File: src/rtl/mem_port_arbiter_if.sv
// Bundle between the requester clients, the arbiter and the memory controller's mem_* port.
// slave is the arbiter's view; master is the clients-plus-memory environment.
interface mem_port_arbiter_if #(
   parameter int NUM_REQ    = 4,
   parameter int MEM_DEPTH  = 32,
   parameter int DATA_WIDTH = 32
);
   localparam int AW = $clog2(MEM_DEPTH);

   logic [NUM_REQ*AW-1:0]         req_raddr;
   logic [NUM_REQ-1:0]            req_ren;
   logic [NUM_REQ-1:0]            req_rready;
   logic [DATA_WIDTH-1:0]         req_rdata;
   logic [NUM_REQ-1:0]            req_rdata_valid;
   logic [NUM_REQ*AW-1:0]         req_waddr;
   logic [NUM_REQ*DATA_WIDTH-1:0] req_wdata;
   logic [NUM_REQ-1:0]            req_wen;
   logic [NUM_REQ-1:0]            req_wready;
   logic [AW-1:0]                 mem_raddr;
   logic                          mem_ren;
   logic                          mem_rready;
   logic [DATA_WIDTH-1:0]         mem_rdata;
   logic                          mem_rdata_valid;
   logic [AW-1:0]                 mem_waddr;
   logic [DATA_WIDTH-1:0]         mem_wdata;
   logic                          mem_wen;
   logic                          mem_wready;

   modport slave (
      input  req_raddr, req_ren, req_waddr, req_wdata, req_wen,
             mem_rready, mem_rdata, mem_rdata_valid, mem_wready,
      output req_rready, req_rdata, req_rdata_valid, req_wready,
             mem_raddr, mem_ren, mem_waddr, mem_wdata, mem_wen
   );

   modport master (
      output req_raddr, req_ren, req_waddr, req_wdata, req_wen,
             mem_rready, mem_rdata, mem_rdata_valid, mem_wready,
      input  req_rready, req_rdata, req_rdata_valid, req_wready,
             mem_raddr, mem_ren, mem_waddr, mem_wdata, mem_wen
   );
endinterface

File: src/rtl/mem_port_arbiter.sv
// Round-robin arbiter sharing the memory controller's read and write ports between NUM_REQ clients.
// Each direction has its own pointer and lock; read responses are steered back by rsp_id.
module mem_port_arbiter #(
   parameter int NUM_REQ    = 4,
   parameter int MEM_DEPTH  = 32,
   parameter int DATA_WIDTH = 32
) (
   input  logic               clk,
   input  logic               rst,
   mem_port_arbiter_if.slave  bus,
   output logic [1:0]         debug_state
);
   localparam int AW = $clog2(MEM_DEPTH);
   localparam int IW = $clog2(NUM_REQ);
   localparam logic [IW:0] NREQ_W = (IW+1)'(NUM_REQ);

   typedef enum logic {ARB_OPEN = 1'b0, ARB_LOCKED = 1'b1} arb_state_t;

   // Handshake: a transfer happens in a cycle where mem_*en and mem_*ready are both high;
   // a granted request held against low ready stays locked until that cycle.
   arb_state_t    rd_state, rd_state_nxt, wr_state, wr_state_nxt;
   logic [IW-1:0] rd_ptr, rd_ptr_nxt, rd_lock_id, rd_lock_id_nxt, rsp_id, rsp_id_nxt;
   logic [IW-1:0] wr_ptr, wr_ptr_nxt, wr_lock_id, wr_lock_id_nxt;
   logic [IW-1:0] rd_gnt, wr_gnt, rd_idx, wr_idx;
   logic          rd_any, wr_any;

   function automatic logic [IW-1:0] wrap_add(input logic [IW-1:0] base, input logic [IW-1:0] off);
      logic [IW:0] sum;
      sum = {1'b0, base} + {1'b0, off};
      if (sum >= NREQ_W) sum = sum - NREQ_W;
      return sum[IW-1:0];
   endfunction

   always_comb begin
      rd_gnt = rd_lock_id;
      rd_any = 1'b0;
      rd_idx = '0;
      wr_gnt = wr_lock_id;
      wr_any = 1'b0;
      wr_idx = '0;
      if (rd_state == ARB_LOCKED) begin
         rd_any = 1'b1;
      end else begin
         for (int k = 0; k < NUM_REQ; k++) begin
            rd_idx = wrap_add(rd_ptr, IW'(k));
            if (!rd_any && bus.req_ren[rd_idx]) begin
               rd_any = 1'b1;
               rd_gnt = rd_idx;
            end
         end
      end
      if (wr_state == ARB_LOCKED) begin
         wr_any = 1'b1;
      end else begin
         for (int k = 0; k < NUM_REQ; k++) begin
            wr_idx = wrap_add(wr_ptr, IW'(k));
            if (!wr_any && bus.req_wen[wr_idx]) begin
               wr_any = 1'b1;
               wr_gnt = wr_idx;
            end
         end
      end
   end

   // Outputs are forced to zero while rst is high even if clients keep requesting.
   always_comb begin
      bus.mem_ren         = rd_any && !rst;
      bus.mem_raddr       = '0;
      bus.req_rready      = '0;
      bus.req_rdata_valid = '0;
      bus.mem_wen         = wr_any && !rst;
      bus.mem_waddr       = '0;
      bus.mem_wdata       = '0;
      bus.req_wready      = '0;
      for (int i = 0; i < NUM_REQ; i++) begin
         if (!rst && rd_any && rd_gnt == IW'(i)) begin
            bus.mem_raddr     = bus.req_raddr[i*AW +: AW];
            bus.req_rready[i] = bus.mem_rready;
         end
         if (!rst && wr_any && wr_gnt == IW'(i)) begin
            bus.mem_waddr     = bus.req_waddr[i*AW +: AW];
            bus.mem_wdata     = bus.req_wdata[i*DATA_WIDTH +: DATA_WIDTH];
            bus.req_wready[i] = bus.mem_wready;
         end
         bus.req_rdata_valid[i] = !rst && bus.mem_rdata_valid && (rsp_id == IW'(i));
      end
   end

   assign bus.req_rdata = bus.mem_rdata;
   assign debug_state   = {wr_state == ARB_LOCKED, rd_state == ARB_LOCKED};

   always_comb begin
      rd_state_nxt   = rd_state;
      rd_ptr_nxt     = rd_ptr;
      rd_lock_id_nxt = rd_lock_id;
      rsp_id_nxt     = rsp_id;
      wr_state_nxt   = wr_state;
      wr_ptr_nxt     = wr_ptr;
      wr_lock_id_nxt = wr_lock_id;
      if (rd_any) begin
         if (bus.mem_rready) begin
            rd_state_nxt = ARB_OPEN;
            rd_ptr_nxt   = wrap_add(rd_gnt, IW'(1));
            rsp_id_nxt   = rd_gnt;
         end else begin
            rd_state_nxt   = ARB_LOCKED;
            rd_lock_id_nxt = rd_gnt;
         end
      end
      if (wr_any) begin
         if (bus.mem_wready) begin
            wr_state_nxt = ARB_OPEN;
            wr_ptr_nxt   = wrap_add(wr_gnt, IW'(1));
         end else begin
            wr_state_nxt   = ARB_LOCKED;
            wr_lock_id_nxt = wr_gnt;
         end
      end
   end

   always_ff @(posedge clk or posedge rst) begin
      if (rst) begin
         rd_state   <= ARB_OPEN;
         rd_ptr     <= '0;
         rd_lock_id <= '0;
         rsp_id     <= '0;
         wr_state   <= ARB_OPEN;
         wr_ptr     <= '0;
         wr_lock_id <= '0;
      end else begin
         rd_state   <= rd_state_nxt;
         rd_ptr     <= rd_ptr_nxt;
         rd_lock_id <= rd_lock_id_nxt;
         rsp_id     <= rsp_id_nxt;
         wr_state   <= wr_state_nxt;
         wr_ptr     <= wr_ptr_nxt;
         wr_lock_id <= wr_lock_id_nxt;
      end
   end
endmodule

File: src/flat_wrapper.sv
// flat-port wrapper written by rule: the top's interface ports become plain ports
module mem_port_arbiter_flat 
#(
   parameter int NUM_REQ    = 4,
   parameter int MEM_DEPTH  = 32,
   parameter int DATA_WIDTH = 32
)
  (clk, rst, debug_state, bus_req_raddr, bus_req_ren, bus_req_waddr, bus_req_wdata, bus_req_wen, bus_mem_rready, bus_mem_rdata, bus_mem_rdata_valid, bus_mem_wready, bus_req_rready, bus_req_rdata, bus_req_rdata_valid, bus_req_wready, bus_mem_raddr, bus_mem_ren, bus_mem_waddr, bus_mem_wdata, bus_mem_wen);
  mem_port_arbiter_if #(.NUM_REQ(NUM_REQ), .MEM_DEPTH(MEM_DEPTH), .DATA_WIDTH(DATA_WIDTH)) bus_i ();
  input  logic clk;
  input  logic rst;
  output logic [1:0] debug_state;
  input wire logic [$bits(bus_i.req_raddr)-1:0] bus_req_raddr;
  input wire logic [$bits(bus_i.req_ren)-1:0] bus_req_ren;
  input wire logic [$bits(bus_i.req_waddr)-1:0] bus_req_waddr;
  input wire logic [$bits(bus_i.req_wdata)-1:0] bus_req_wdata;
  input wire logic [$bits(bus_i.req_wen)-1:0] bus_req_wen;
  input wire logic [$bits(bus_i.mem_rready)-1:0] bus_mem_rready;
  input wire logic [$bits(bus_i.mem_rdata)-1:0] bus_mem_rdata;
  input wire logic [$bits(bus_i.mem_rdata_valid)-1:0] bus_mem_rdata_valid;
  input wire logic [$bits(bus_i.mem_wready)-1:0] bus_mem_wready;
  output wire logic [$bits(bus_i.req_rready)-1:0] bus_req_rready;
  output wire logic [$bits(bus_i.req_rdata)-1:0] bus_req_rdata;
  output wire logic [$bits(bus_i.req_rdata_valid)-1:0] bus_req_rdata_valid;
  output wire logic [$bits(bus_i.req_wready)-1:0] bus_req_wready;
  output wire logic [$bits(bus_i.mem_raddr)-1:0] bus_mem_raddr;
  output wire logic [$bits(bus_i.mem_ren)-1:0] bus_mem_ren;
  output wire logic [$bits(bus_i.mem_waddr)-1:0] bus_mem_waddr;
  output wire logic [$bits(bus_i.mem_wdata)-1:0] bus_mem_wdata;
  output wire logic [$bits(bus_i.mem_wen)-1:0] bus_mem_wen;
  assign bus_i.req_raddr = bus_req_raddr;
  assign bus_i.req_ren = bus_req_ren;
  assign bus_i.req_waddr = bus_req_waddr;
  assign bus_i.req_wdata = bus_req_wdata;
  assign bus_i.req_wen = bus_req_wen;
  assign bus_i.mem_rready = bus_mem_rready;
  assign bus_i.mem_rdata = bus_mem_rdata;
  assign bus_i.mem_rdata_valid = bus_mem_rdata_valid;
  assign bus_i.mem_wready = bus_mem_wready;
  assign bus_req_rready = bus_i.req_rready;
  assign bus_req_rdata = bus_i.req_rdata;
  assign bus_req_rdata_valid = bus_i.req_rdata_valid;
  assign bus_req_wready = bus_i.req_wready;
  assign bus_mem_raddr = bus_i.mem_raddr;
  assign bus_mem_ren = bus_i.mem_ren;
  assign bus_mem_waddr = bus_i.mem_waddr;
  assign bus_mem_wdata = bus_i.mem_wdata;
  assign bus_mem_wen = bus_i.mem_wen;
  mem_port_arbiter #(.NUM_REQ(NUM_REQ), .MEM_DEPTH(MEM_DEPTH), .DATA_WIDTH(DATA_WIDTH)) u_core (.clk(clk), .rst(rst), .bus(bus_i), .debug_state(debug_state));
endmodule
File: config.mk
export PLATFORM = sky130hd
export DESIGN_NAME = mem_port_arbiter_flat
export DESIGN_NICKNAME = d
export VERILOG_FILES = /design/src/rtl/mem_port_arbiter_if.sv /design/src/rtl/mem_port_arbiter.sv /design/src/flat_wrapper.sv
export SDC_FILE = /design/constraint.sdc
export NUM_CORES = 1
export LEC_CHECK = 0
export ABC_CLOCK_PERIOD_IN_PS = 5200
export BUFFER_PORTS_ARGS = -buffer_cell sky130_fd_sc_hd__buf_2
export CAP_MARGIN = 10
export CORE_AREA = 2 2 119 121
export CTS_BUF_LIST = sky130_fd_sc_hd__clkbuf_4 sky130_fd_sc_hd__clkbuf_8
export DETAILED_ROUTE_END_ITERATION = 10
export DIE_AREA = 0 0 121 123
export MAX_ROUTING_LAYER = met4
export SKIP_LAST_GASP = 1
export SLEW_MARGIN = 25
export SYNTH_ARGS = -nofsm -noshare
export SYNTH_HDL_FRONTEND = slang
export SYNTH_SLANG_ARGS = --single-unit
File: constraint.sdc
create_clock -name clk -period 5.2 [get_ports clk]
set_input_delay 0.78 -clock clk [delete_from_list [all_inputs] [get_ports clk]]
set_output_delay 0.78 -clock clk [all_outputs]
set_load 0.03 [all_outputs]
==> results of run 1 <==
[power by group through the flow]
stage	sequential, µW	combinational [µW]	clock, µW
after global routing	259	2620	109
after floorplan	168	1900	0
after global placement	244	2370	0
after detailed placement	246	2380	0
after CTS	244	2390	103
final	246	2370	98.4
[final timing paths]
| kind | start | to | slack [ns] | cells after the start |
|---|---|---|---|---|
| min reg2reg | u_core.rsp_id[1]$_DFFE_PP0P_ | u_core.rsp_id[1]$_DFFE_PP0P_ | 0.55 | 2 |
| min | u_core.rsp_id[1]$_DFFE_PP0P_ | u_core.rsp_id[1]$_DFFE_PP0P_ | 0.55 | 2 |
| min in group asynchronous | rst | u_core.rd_ptr[0]$_DFFE_PP0P_ | 0.66 | 2 |
| max | bus_req_wen[0] | bus_mem_wdata[2] | 0.61 | 13 |
| max reg2reg | u_core.rd_ptr[1]$_DFFE_PP0P_ | u_core.rd_ptr[1]$_DFFE_PP0P_ | 2.49 | 7 |
| max in group asynchronous | rst | u_core.wr_ptr[0]$_DFFE_PP0P_ | 4.20 | 2 |
[per-stage QoR]
step                instance area [µm²]  setup WS, ns  std cells
floorplan                          3360          1.09        490
global placement                   4380         0.616        830
detailed placement                 4380         0.591        830
CTS                                4430         0.588        834
global route                       4450         0.276        840
finish                             4450         0.612        840
[cells in the final DEF (no fill, tap or decap), types with 3 or more instances in the layout]
| cell type | Yosys | routed |
|---|---|---|
| buf_2 | 20 | 238 |
| nor2_1 | 56 | 56 |
| nor2b_2 | 2 | 3 |
| buf_4 | 37 | 3 |
| nor4b_1 | 3 | 3 |
| ha_1 | 8 | 5 |
| clkbuf_8 | 0 | 4 |
| nor3_1 | 46 | 46 |
| ha_2 | 0 | 3 |
| or2_1 | 3 | 3 |
| mux2_2 | 5 | 5 |
| nor2b_1 | 64 | 63 |
| inv_1 | 9 | 9 |
| a221oi_1 | 44 | 44 |
| dfrtp_1 | 12 | 12 |
| nand2_1 | 7 | 7 |
| and3_1 | 10 | 10 |
| diode_2 | 0 | 6 |
| o21ai_0 | 7 | 7 |
| and3b_1 | 3 | 3 |
| nand2b_1 | 8 | 8 |
| buf_12 | 0 | 3 |
| nor4_1 | 3 | 3 |
| a21oi_1 | 49 | 49 |
| nor3b_1 | 6 | 6 |
| mux2i_1 | 5 | 5 |
[cell families (layout without fill, tap and decap cells)]
family | after synthesis | in the layout | share of synthesized area, %
compound gates | 135 | 135 | 29.5
buf+inv | 94 | 258 | 15.9
other cells | 0 | 6 | 0
simple gates | 228 | 228 | 38.1
fa+ha+maj | 8 | 8 | 2.98
mux | 13 | 13 | 4.61
flops | 12 | 12 | 8.93
[area by class of cell]
type	count	area (µm²)	share of cell area (%)
antenna	6	15.0	0.337
clock buffer	4	55.1	1.24
inverter	10	40.0	0.900
multi-input combinational	384	2540	57.1
sequential	12	300	6.75
tap	180	225	5.06
timing repair buffer	244	1270	28.6
[metal layers]
metal | vias up | wire length, µm | global-route usage, %
met5 | - | 0 | -
met2 | 176 | 6810 | 30.2
met3 | 18 | 1180 | 5.26
met1 | 1884 | 5420 | 18.5
li1 | 2107 | - | -
met4 | 0 | 217 | 2.83
[worst max-delay path: stages]
cell	delay (ns)
buf_2	0.22
or3b_1	0.39
a31oi_1	0.14
a221oi_1	0.08
a221oi_2	0.45
ha_2	0.28
buf_4	0.47
nor2b_1	0.10
a221oi_1	0.40
nor3_1	0.08
a21oi_1	0.15
nor2_1	0.05
buf_2	0.19
[registers in the layout, indices dropped and copies added (netlist names)]
name and flops:
u_core.wr_lock_id 2, u_core.rsp_id 2, u_core.rd_lock_id 2, u_core.wr_ptr 2, u_core.wr_state 1, u_core.rd_state 1
u_core.rd_ptr 2
==> results.toml, run 1 <==
[pwr]
vdd_drop_max_uv = 297
switching_power_uw = 1600
p_seq_share_pct = 9.1
switching_share_pct = 58.9
total_leakage_power_uw = 0.00213
comb_power_share_pct = 87.3
total_power_uw = 2720
intPower_uw = 1120
power.density_mw_per_mm2 = 611
clkPwrFrac_pct = 3.6

[logic_synthesis]
synth-edff-count = 0
synth_fp_nets = 711
synth_most_common_cell = "nor2b_1"
ys.flop_type = "dfrtp_1"
synth_area_leaders = "nor2b_1, a221oi_1, dfrtp_1, buf_4, a21oi_1"
async_flop_share_pct = 100
mappedNetlistArea_mm2 = 0.00336
ys_seq_elements = 12
avgSynthCellArea_um2 = 6.87
synth_seq_area_share_pct = 8.93
synth_top_area_share_pct = 11.9
synth_top_area_cell = "nor2b_1"
yosysWarningCount = 0
syn-instance-count = 490
ys_top_cells_by_count = "nor2b_1, nor2_1, a21oi_1"
synth_cell_types = 68

[timing]
rsz0062_at_grt = "false"
holdWs_ns = 0.555
finalSetupTns_ns = 0
period_minus_slack_ns = 4.59
skew_ns = 0.000771
hold_viol = 0
slew-limit-headroom_pct = 38.7
fin_crit_sh_pct = 88.2
drv_slew = 0
setup_viol = 0
fmax_ghz = 0.218
worst_pin_slew_ns = 0.916

[clock_tree]
cts-root-buf = "clkbuf_8"
numCtsBuffers = 3
cts_sinks = 12
path_clk_slew_ns = 0.05
cts_buffer_depth = 2
cts_setup_buffers = 0
htree_levels = 1
clkLatencyLatePin_ns = 0.24
ctsHoldBuffers = 0
cts_resized = 0
cts_tree = "yes"

[finish]
drive_gt1_share_pct = 41.7
layout.nets = 876
area_growth_pct = 32.2
fillers = 1513
fin_util_pct = 32.7

[route]
drt_iter0_markers = 221
drtPass1Iterations = 4
wl_per_cell_um = 16.2
drc = 0
via_count = 4185
ant_nets = 0
routed_wl_um = 13600
vias_per_cell = 4.98

[grt]
grt_pass1_vias = 3630
grt_pass1_wl_um = 19400
grtUsageTotal_pct = 16.8
overflow = 0
antenna_found_initial = 6
grt_max_degree = 56

[status]
run_status = "finished clean"

[floorplanning]
die_h_um = 123
core-area_mm2 = 0.0136
die-area_mm2 = 0.0149
rows = 43
ios = 303
die_w_um = 121
initial_core_util_pct = 24.7

[critical_path]
cp.required_ns = 4.42
critPathArrivalTime_ns = 3.81
worst-setup-path-type = "input pin to output port"
endpoint_kind = "output port"
startpoint_type = "input pin"
crit_fanout = 55

[placement]
dpl.hpwl_um = 10800
gp_congestion = 0.894
port_buffers = 238

[run]
maxCapViolCount = 0

[min_path]
hp-class = "register to register"
(Power assumes the default switching activity.)
==> run 2: changes to the inputs <==
--- a/config.mk
+++ b/config.mk
@@ -5,7 +5,7 @@
 export SDC_FILE = /design/constraint.sdc
 export NUM_CORES = 1
 export LEC_CHECK = 0
-export ABC_CLOCK_PERIOD_IN_PS = 5200
+export ABC_CLOCK_PERIOD_IN_PS = 3900
 export BUFFER_PORTS_ARGS = -buffer_cell sky130_fd_sc_hd__buf_2
 export CAP_MARGIN = 10
 export CORE_AREA = 2 2 119 121
==> constraint.sdc (replaced) <==
create_clock -name clk -period 3.9 [get_ports clk]
set_input_delay 0.585 -clock clk [delete_from_list [all_inputs] [get_ports clk]]
set_output_delay 0.585 -clock clk [all_outputs]
set_load 0.03 [all_outputs]
==> run 2 against run 1 <==
First-iteration DRC count decreased by 30%. Combinational power increased by 50%. Via count increased by 2.7%. Sequential share of layout area decreased by 0.39 points. Highest routed layer unchanged. Largest power group unchanged. Flip-flop and latch count unchanged.
==> results.toml, run 2 (same netlist as run 1, synthesis figures left out) <==
[finish]
layout.nets = 900
final_common_cell = "buf_2"
drive_gt1_share_pct = 46.9
fillers = 1468
fin_util_pct = 35.1
finalInstanceArea_mm2 = 0.00478
final_cell_mix = "buf_2, nor2b_1, nor2_1"
area_growth_pct = 42.1

[run]
maxCapViolCount = 0

[critical_path]
cpPeakStageDelay_ns = 0.39
r2r_start = "u_core.rd_ptr[1]$_DFFE_PP0P_"
r2r-end = "u_core.rd_ptr[1]$_DFFE_PP0P_"
worst-setup-path-type = "input pin to output port"
cp_cell_sequence = "clkbuf_4 -> or3b_1 -> a21oi_2 -> o311ai_1 -> a221oi_2 -> inv_1 -> ha_2 -> buf_4 -> buf_4 -> a221oi_1 -> nor3_2 -> a21oi_1 -> nor2_1 -> buf_2"
critPathArrivalTime_ns = 3.17
crit_top_cell = "buf_4"
critPathSlowestCell = "or3b_1"
r2r_cells = 8
crit_fanout = 19
cp.required_ns = 3.31
endpoint_kind = "output port"
startpoint_type = "input pin"
rrSetupSlack_ns = 1.57

[timing]
fin_crit_sh_pct = 96.2
drv_slew = 0
skew_ns = 0.000817
worst_pin_slew_ns = 0.490
setup_viol = 0
rsz0062_at_grt = "true"
hold_viol = 0
slew-limit-headroom_pct = 67.3
period_minus_slack_ns = 3.75
finalSetupTns_ns = 0
fmax_ghz = 0.267

[floorplanning]
die-area_mm2 = 0.0149
initial_core_util_pct = 24.7
rows = 43
ios = 303
core-area_mm2 = 0.0136
die_h_um = 123
die_w_um = 121

[route]
routed_wl_um = 14000
drc = 0
via_count = 4300
drt_iter0_markers = 155
wl_per_cell_um = 16.3
drtPass1Iterations = 4
vias_per_cell = 4.98
ant_nets = 0

[clock_tree]
cts_buffer_depth = 2
numCtsBuffers = 3
clkLatencyLatePin_ns = 0.24
cts_sinks = 12
path_clk_slew_ns = 0.06
cts-root-buf = "clkbuf_8"
htree_levels = 1
cts_tree = "yes"
ctsHoldBuffers = 0

[status]
run_status = "finished clean"

[placement]
gp_congestion = 0.914
place_area_mm2 = 0.00452
port_buffers = 238
dpl.hpwl_um = 11100

[grt]
grt_pass1_wl_um = 20100
grtUsageTotal_pct = 17.2
grt_pass1_vias = 3881
overflow = 0
grt_max_degree = 52
antenna_found_initial = 5

[pwr]
power.density_mw_per_mm2 = 832
vdd_drop_max_uv = 344
total_power_uw = 3980
total_leakage_power_uw = 0.00229

[min_path]
hp-class = "input pin to async pin"
==> run 2: cell types whose count changed in the layout (fill, tap and decap cells not counted), sizes merged <==
cell / previous run / this run
diode: 6 / 5
buf: 244 / 264
clkbuf: 4 / 8
==> run 2: what timing repair did <==
action,CTS,global route
buffers inserted,0,7
hold endpoints to repair,0,0
setup endpoints to repair,0,42
resized for setup,0,27
==> run 2: layout make-up <==
| class | instances | area [µm²] | share of cell area [%] |
|---|---|---|---|
| antenna | 5 | 12.5 | 0.262 |
| clock buffer | 4 | 55.1 | 1.15 |
| inverter | 10 | 40.0 | 0.837 |
| multi-input combinational | 384 | 2640 | 55.2 |
| sequential | 12 | 304 | 6.36 |
| tap | 180 | 225 | 4.71 |
| timing repair buffer | 268 | 1510 | 31.5 |
==> run 2: worst max-delay path by stage <==
stage                                             from                end  slack, ns
final                                   bus_req_wen[1]  bus_mem_wdata[17]       0.15
after global routing                    bus_req_wen[1]  bus_mem_wdata[27]      -0.06
after CTS                 u_core.wr_ptr[1]$_DFFE_PP0P_  bus_mem_wdata[20]       0.03
after detailed placement                bus_req_wen[1]  bus_mem_wdata[20]       0.13
after global placement                  bus_req_wen[1]  bus_mem_wdata[20]       0.15
after floorplan                         bus_req_wen[3]  bus_mem_wdata[13]       0.18
==> run 2: worst max-delay path, delay by kind of cell <==
family	cells	cell delay, ns
compound gates	5	0.98
fa+ha+maj	1	0.22
buf+inv	5	0.86
simple gates	3	0.51
==> run 2: per-layer routing <==
layer  GRT usage, %  part of all wire (%)  vias up
met5              -                     0        -
met4           4.36                   2.6        0
met3           4.52                   8.3       22
met2           29.5                    50      166
met1           19.9                    39     1959
li1               -                     -     2153
==> run 2: power by group <==
part	total [µW]	switching, µW	internal (µW)	leakage [µW]
Combinational	3560	2070	1490	0.00213
Clock	134	45.2	89.0	0.0000288
Sequential	283	99.6	183	0.000135
==> run 2: stage by stage <==
stage	cells	hold slack (ns)	worst slack, ns
6_report	863	0.449	0.149
5_1_grt	863	0.493	-0.0578
4_1_cts	850	0.470	0.0288
3_5_place_dp	846	0.536	0.126
3_3_place_gp	846	0.538	0.149
2_1_floorplan	490	0.455	0.175
==> run 3: changes to the inputs <==
--- a/config.mk
+++ b/config.mk
@@ -13,6 +13,8 @@
 export DETAILED_ROUTE_END_ITERATION = 10
 export DIE_AREA = 0 0 121 123
 export MAX_ROUTING_LAYER = met4
+export RECOVER_POWER = 50
+export SKIP_CTS_REPAIR_TIMING = 1
 export SKIP_LAST_GASP = 1
 export SLEW_MARGIN = 25
 export SYNTH_ARGS = -nofsm -noshare
==> run 3 against run 2 <==
Fmax stayed put. Routed wire length hardly changed. Power hardly changed. Clock skew stayed put. Largest cell class unchanged.
==> results.toml, run 3 (same netlist as run 1, synthesis figures left out) <==
[status]
run_status = "finished clean"

[route]
ant_nets = 0
routed_wl_um = 14000
drtPass1Iterations = 4
wl_met1_um = 5510
drc = 0
drt_iter0_markers = 155
wl_per_cell_um = 16.3
wl_met2_um = 7000
dr_wl_met3_um = 1170
via_count = 4300
highest_layer = "met4"
vias_per_cell = 4.98

[placement]
pre_cts_ws_ns = 0.126
port_buffers = 238
gp_congestion = 0.914
dpl.hpwl_um = 11100
place_inst = 846

[clock_tree]
clkLatencyLatePin_ns = 0.24
cts_tree = "yes"
cts_buffer_depth = 2
cts-root-buf = "clkbuf_8"
path_clk_slew_ns = 0.06
htree_levels = 1
cts_sinks = 12
numCtsBuffers = 3

[critical_path]
critPathArrivalTime_ns = 3.17
startpoint_type = "input pin"
rrSetupSlack_ns = 1.57
critPathSlowestCell = "or3b_1"
cp.buffers_inverters = 5
cp_top_family = "compound AO/OA/AOI/OAI gates"
endpoint_kind = "output port"
crit_fanout = 19
worst-setup-path-type = "input pin to output port"
cp.required_ns = 3.31
cpPeakStageDelay_ns = 0.39
crit_top_cell = "buf_4"
cp_cell_sequence = "clkbuf_4 -> or3b_1 -> a21oi_2 -> o311ai_1 -> a221oi_2 -> inv_1 -> ha_2 -> buf_4 -> buf_4 -> a221oi_1 -> nor3_2 -> a21oi_1 -> nor2_1 -> buf_2"

[timing]
skew_ns = 0.000817
rsz0062_at_grt = "true"
setup_viol = 0
fmax_ghz = 0.267
fin_crit_sh_pct = 96.2
setup_slack_ns = 0.149
drv_slew = 0
hold_viol = 0
period_minus_slack_ns = 3.75
worst_pin_slew_ns = 0.491
slew-limit-headroom_pct = 67.2

[grt]
grt_pass1_wl_um = 20100
grtUsageTotal_pct = 17.2
overflow = 0
antenna_found_initial = 5
grt_max_degree = 52
grt_pass1_vias = 3881

[min_path]
hp-class = "input pin to async pin"

[finish]
fillers = 1468
fin_cells = 863
fin_util_pct = 35.1
final_common_cell = "buf_2"
layout.nets = 900
area_growth_pct = 42.0
drive_gt1_share_pct = 46.5
final_cell_mix = "buf_2, nor2b_1, nor2_1"

[floorplanning]
core-area_mm2 = 0.0136
die-area_mm2 = 0.0149
initial_core_util_pct = 24.7
ios = 303
die_h_um = 123
die_w_um = 121
rows = 43

[pwr]
vdd_drop_max_uv = 344
total_leakage_power_uw = 0.00228
power.density_mw_per_mm2 = 832

[run]
maxCapViolCount = 0
==> run 3: area by class of cell <==
class | instances | area (µm²) | area share, %
Tap cell | 180 | 225 | 4.71
Multi-Input combinational cell | 384 | 2640 | 55.2
Antenna cell | 5 | 12.5 | 0.262
Timing Repair Buffer | 268 | 1500 | 31.4
Inverter | 10 | 40.0 | 0.838
Clock buffer | 4 | 55.1 | 1.15
Sequential cell | 12 | 304 | 6.36
==> run 3: worst paths after layout <==
path                                               from                           end  cells after the start
setup / recovery                         bus_req_wen[1]             bus_mem_wdata[17]                     14
min in group clk           u_core.rsp_id[1]$_DFFE_PP0P_  u_core.rsp_id[1]$_DFFE_PP0P_                      2
max in group asynchronous                           rst  u_core.wr_ptr[0]$_DFFE_PP0P_                      2
hold / removal                                      rst  u_core.rd_ptr[0]$_DFFE_PP0P_                      2
hold reg to reg            u_core.rsp_id[1]$_DFFE_PP0P_  u_core.rsp_id[1]$_DFFE_PP0P_                      2
setup reg to reg           u_core.rd_ptr[1]$_DFFE_PP0P_  u_core.rd_ptr[1]$_DFFE_PP0P_                      8
==> run 3: through the flow <==
stage | setup TNS, ns | power [µW] | hold WS, ns | instance area, µm²
after floorplan | 0 | 2760 | 0.455 | 3360
after global placement | 0 | 3630 | 0.538 | 4520
after detailed placement | 0 | 3640 | 0.536 | 4520
after CTS | 0 | 3790 | 0.470 | 4580
after global routing | -0.362 | 4330 | 0.584 | 4780
final | 0 | 3980 | 0.533 | 4780
==> run 3: power breakdown <==
| group | switching (µW) | leakage (µW) | internal (µW) | total (µW) |
|---|---|---|---|---|
| Combinational | 2070 | 0.00212 | 1490 | 3560 |
| Sequential | 99.6 | 0.000135 | 183 | 283 |
| Clock | 45.2 | 0.0000288 | 89.0 | 134 |
| Total | 2220 | 0.00228 | 1760 | 3980 |
==> run 3: metal layers <==
layer	GRT usage (%)	vias to the layer above
met5	-	-
met4	4.36	0
met3	4.52	22
met2	29.5	166
met1	19.9	1959
li1	-	2153
